### src/rtl/minus_offset_pkg.sv
// Shared types and constants for the minus_offset datapath stage.
//   DATA_W : default data width of offset/sum
//   SMAX   : largest signed value representable in DATA_W bits
//   SMIN   : smallest signed value representable in DATA_W bits
//   data_t : signed data word of DATA_W bits
package minus_offset_pkg;

   localparam int unsigned DATA_W = 16;

   localparam logic signed [DATA_W-1:0] SMAX = {1'b0, {(DATA_W-1){1'b1}}};
   localparam logic signed [DATA_W-1:0] SMIN = {1'b1, {(DATA_W-1){1'b0}}};

   typedef logic signed [DATA_W-1:0] data_t;

endpackage : minus_offset_pkg

### src/rtl/sat_clip.sv
// Reduces a WIDTH+2 bit signed value to WIDTH bits, clamping or wrapping.
//   value    : WIDTH+2 bit signed input
//   sat_en   : 1 clamps out-of-range values, 0 wraps (keeps low WIDTH bits)
//   result_c : WIDTH bit signed result (combinational)
//   ovf_c    : value lies outside the WIDTH bit signed range (combinational)
module sat_clip #(
   parameter int unsigned WIDTH = 16
) (
   input  logic signed [WIDTH+1:0] value,
   input  logic                    sat_en,
   output logic signed [WIDTH-1:0] result_c,
   output logic                    ovf_c
);

   localparam logic signed [WIDTH-1:0] RMAX = {1'b0, {(WIDTH-1){1'b1}}};
   localparam logic signed [WIDTH-1:0] RMIN = {1'b1, {(WIDTH-1){1'b0}}};

   logic [2:0] top_bits;
   logic       in_range;
   logic       too_high;
   logic       too_low;

   // In range exactly when the three top bits are all copies of the sign bit.
   always_comb begin
      top_bits = value[WIDTH+1:WIDTH-1];
      in_range = (top_bits == 3'b000) || (top_bits == 3'b111);
      too_high = !in_range && !value[WIDTH+1];
      too_low  = !in_range &&  value[WIDTH+1];
   end

   always_comb begin
      result_c = value[WIDTH-1:0];
      ovf_c    = !in_range;
      if (sat_en) begin
         if (too_high) begin
            result_c = RMAX;
         end else if (too_low) begin
            result_c = RMIN;
         end
      end
   end

endmodule : sat_clip

### src/rtl/minus_offset.sv
// Registered stage computing sum = K_CONST - offset, saturated or wrapped.
//   clk       : rising-edge clock
//   rst       : asynchronous active-high reset
//   in_valid  : offset is valid this cycle
//   offset    : signed operand
//   out_valid : sum/ovf updated by the previous edge
//   sum       : K_CONST - offset, clamped (SATURATE=1) or wrapped (SATURATE=0)
//   ovf       : exact difference was outside the WIDTH bit signed range
module minus_offset
   import minus_offset_pkg::*;
#(
   parameter int unsigned WIDTH    = DATA_W,
   parameter int          K_CONST  = 2,
   parameter bit          SATURATE = 1'b1
) (
   input  logic                    clk,
   input  logic                    rst,
   input  logic                    in_valid,
   input  logic signed [WIDTH-1:0] offset,
   output logic                    out_valid,
   output logic signed [WIDTH-1:0] sum,
   output logic                    ovf
);

   localparam int unsigned XW = WIDTH + 2;

   localparam logic signed [XW-1:0] K_EXT = XW'(K_CONST);

   logic signed [XW-1:0]    offset_ext;
   logic signed [XW-1:0]    diff;
   logic signed [WIDTH-1:0] clip_c;
   logic                    clip_ovf_c;

   // Two guard bits make the difference exact for every offset.
   always_comb begin
      offset_ext = {{2{offset[WIDTH-1]}}, offset};
      diff       = K_EXT - offset_ext;
   end

   sat_clip #(
      .WIDTH (WIDTH)
   ) u_sat_clip (
      .value    (diff),
      .sat_en   (SATURATE),
      .result_c (clip_c),
      .ovf_c    (clip_ovf_c)
   );

   // Result registers only load on valid cycles so idle offsets never leak in.
   always_ff @(posedge clk or posedge rst) begin
      if (rst) begin
         out_valid <= 1'b0;
         sum       <= '0;
         ovf       <= 1'b0;
      end else begin
         out_valid <= in_valid;
         if (in_valid) begin
            sum <= clip_c;
            ovf <= clip_ovf_c;
         end
      end
   end

endmodule : minus_offset

### config.mk
export PLATFORM = sky130hd
export DESIGN_NAME = minus_offset
export DESIGN_NICKNAME = d
export VERILOG_FILES = /design/src/rtl/minus_offset_pkg.sv /design/src/rtl/sat_clip.sv /design/src/rtl/minus_offset.sv
export SDC_FILE = /design/constraint.sdc
export NUM_CORES = 1
export LEC_CHECK = 0
export CORE_MARGIN = 8
export CORE_UTILIZATION = 35
export CTS_BUF_LIST = sky130_fd_sc_hd__clkbuf_4 sky130_fd_sc_hd__clkbuf_8
export CTS_CLUSTER_SIZE = 16
export DETAILED_ROUTE_END_ITERATION = 8
export PLACE_DENSITY = 0.66
export REMOVE_ABC_BUFFERS = 1
export SLEW_MARGIN = 20
export SYNTH_ARGS = -nofsm -noshare
export SYNTH_HDL_FRONTEND = slang
export SYNTH_SLANG_ARGS = --single-unit
### constraint.sdc
create_clock -name clk -period 0.9 [get_ports clk]
set_clock_uncertainty 0.2 [all_clocks]
set_input_delay 0.09 -clock clk [delete_from_list [all_inputs] [get_ports clk]]
set_output_delay 0.09 -clock clk [all_outputs]
set_load 0.02 [all_outputs]
==> results.md <==
- Core area: 2950 µm²
- First-pass GRT wire length: 6320 µm
- GRT overflow: 0
- Rel. slew slack: 0.762
- HP Class: in2async
- Area leader, netlist: dfrtp_1
- PwrDens: 1050 nW/µm²
- Least-Margin Pin Slew: 0.354 ns
- Antenna violations before repair: 0
- Post-synthesis cell count: 107
- Final HPWL DP: 2380 µm
- Drt total wl: 3730 µm
- Die Area: 5040 µm²
- Setup_tns: -15.12 ns
- Clk slew on worst S/H paths: 0.11 ns
- Worst path buffer plus inverter count: 3
- Top cells by area, synth: dfrtp_1 (43%), o221ai_1 (5.8%), xor2_1 (5.8%)
- RD Place Congestion: 0.932
- Status: finished, violations left
- MaxCap Viol Count: 0
- Width of the die: 71.0 µm
- Syn_area_per_cell: 9.88 µm²
- Met2 Usage GRT: 0.280
- Vias per Instance: 5.23
- Hold_ws: -0.103 ns
- Gr busiest metal: met2
- Post-Layout Cell Count: 227
- Clock root buffer: clkbuf_4
- Synth unique cells: 34
- Main flop type after synthesis: dfrtp_1
- Vias in the first global route: 1356
- CP top delay family: simple AND/OR/NAND/NOR gates
- DR WL/cell: 16.4 µm
- Worst Setup Start Kind: primary input
- CP dominant cell by count: buf_6
- Clk sinks: 18
- Endpoint class of the critical path: flip-flop
- Routed Antenna Nets: 0
- Final net count: 216
- Slowest cell on the critical path: or4_4
- Yosys top cell area share: 0.426
- GRT Overall Usage: 0.153
- R2r setup slk: -0.21 ns
- CP endpoint: sum[13]$_DFFE_PP0P_
- Crit. Startpoint: offset[6]
- Num rows: 20
- Ys async rst share: 1.00
- H-tree Lvls: 1
- Clk Latency, worst-skew pair: 0.30 ns
- Largest net degree at the start of global routing: 22
- CTS Buf Count: 3
- Met3 Resource Use GR: 0.0438
- Final Setup Violations: 35
- Slew Viols, Final: 0
- Finished Core Util: 0.716
- Final period utilization: 1.79
- Worst Path Arrival: 1.62 ns
- Die Span Y: 71.0 µm
- FF-to-FF End: sum[15]$_DFFE_PP0P_
- Post-synth EDFFs: 0
- Pre-Repair DR Iteration Count: 4
- Area Growth Syn to Fin: 100%
- CTS tree: built
- Final min period: 1.61 ns
- Failing checks: negative hold slack, negative setup slack
- Final Hold Vio Count: 18
- Post-route DRC: 0
- RSZ-0062 raised after global routing: true
- IO Port Bufs: 36
- CP required: 0.91 ns
- Maximum VDD drop: 0.678 mV
- Worst-path fanout max: 8
- Register area share after synthesis: 0.426
- Inserted Diodes: 0
- Met1 Usage GRT: 0.165
- Worst stage delay on the critical path: 0.56 ns
- Setup ws final: -0.709 ns
- Critical path class: in2reg
- # fillers: 202
- DR vias: 1187
- Yosys reg bits: 18
- Reg2Reg Depth: 2
- Launching point of the worst reg2reg path: sum[15]$_DFFE_PP0P_
- Initial core utilization: 0.358
- P_leak: 1.02 nW
- Warnings, synthesis: 0
- # IOs: 37
- Instance count on the critical path: 7
- Mapped Area: 1060 µm²
- CTS max path bufs: 2
- Post-Place Cells: 203
- 1st-iter DRT viols: 28
- Layout cell share with drive strength beyond 1: 0.603
- CP Cell Sequence: buf_6, or4_4, nor4_4, buf_4, nand4b_1, buf_6, o221ai_1
- FMAX: 621 MHz
-- timing repair --
| item | 4_1_cts | 5_1_grt |
|---|---|---|
| endpoints found under the setup margin | 36 | 35 |
| pin swaps | 20 | 8 |
| setup buffers | 16 | 5 |
| gates resized for setup | 198 | 5 |
| cloned | 1 | 0 |
| hold endpoints to repair | 19 | 18 |
-- power by group --
part | switching, mW | leakage (nW) | internal, mW | total (mW)
Sequential | 0.0538 | 0.218 | 0.883 | 0.937
Clock | 0.254 | 0.0138 | 0.156 | 0.409
Combinational | 0.390 | 0.788 | 0.474 | 0.864
-- cell usage in the layout, fill, tap and decap left out, types with 2 or more instances in the layout --
cell / instances
buf_2: 3
o221ai_2: 4
nand3_2: 7
clkdlybuf4s50_1: 4
o221ai_1: 3
or4_4: 2
buf_12: 2
clkbuf_4: 3
nand3_1: 5
dlygate4sd2_1: 2
nor2_1: 2
buf_6: 31
nand4_1: 3
nor4_4: 2
nand2_4: 4
buf_4: 41
dfrtp_1: 18
clkdlybuf4s15_1: 4
nor3_4: 3
xor2_1: 6
nand2b_1: 7
xnor2_1: 3
inv_1: 9
nor2_4: 2
-- routing by layer --
layer / vias to the layer above / wire length [µm] / share of wire
li1: 564 / - / -
met1: 588 / 1530 / 0.41
met2: 29 / 1990 / 0.53
met3: 6 / 167 / 0.045
met4: 0 / 42 / 0.011
met5: - / 0 / 0
-- synthesized netlist by cell type (2+ instances only) --
| cell | n |
|---|---|
| xor2_1 | 7 |
| dfrtp_1 | 18 |
| nor4_1 | 3 |
| a21oi_1 | 2 |
| xnor2_1 | 4 |
| nand2b_1 | 7 |
| o221ai_1 | 7 |
| inv_1 | 9 |
| nand4_1 | 3 |
| clkbuf_8 | 2 |
| nor2_1 | 4 |
| nor3_1 | 5 |
| nand2_1 | 4 |
| nand3_1 | 12 |
-- cells by family (layout without fill, tap and decap cells) --
family	count (synthesis)	after routing	synth area share
AOI/OAI and AO/OA	14	15	0.104
adders and majority gates	1	1	0.0118
and+or+nand+nor	47	47	0.270
muxes	2	2	0.0201
xor gates and xnor gates	11	11	0.0911
DFF	18	18	0.426
buffers and inverters	14	100	0.0769
-- registers in the layout (all words and copies together), names as in the netlist --
name,count
sum,16
out_valid,1
ovf,1
-- worst register-to-register path: cells and delay by family, from the launching register on --
kind / cells / cell delay (ns)
flops: 1 / 0.41
buf+inv: 1 / 0.14
mux: 1 / 0.26
-- cell type report --
class | instances | area [µm²] | share of cell area
multi-input cells | 76 | 752 | 0.356
inverters | 9 | 33.8 | 0.0160
flip-flops and latches | 18 | 450 | 0.213
clock buffers | 3 | 22.5 | 0.0107
well taps | 33 | 41.3 | 0.0195
repair buffers | 88 | 815 | 0.385
-- stage by stage --
step                worst slack (ns)  instance area (µm²)  power [mW]
floorplan                     -0.917                 1010        1.19
global placement               -1.44                 1680        1.61
detailed placement             -1.51                 1680        1.62
CTS                           -0.664                 2070        2.19
global route                  -0.770                 2110        2.32
finish                        -0.709                 2110        2.21
-- worst min-delay path by stage --
stage                     start                   to  slack (ns)  depth (start not counted)
after floorplan             rst  out_valid$_DFF_PP0_       -0.17                          1
after global placement      rst   sum[6]$_DFFE_PP0P_        0.22                          3
after detailed placement    rst   sum[6]$_DFFE_PP0P_        0.22                          3
after CTS                   rst   sum[8]$_DFFE_PP0P_       -0.10                          3
after global routing        rst   sum[8]$_DFFE_PP0P_       -0.07                          3
final                       rst   sum[8]$_DFFE_PP0P_       -0.10                          3
Power figures use the tool's default switching activity.
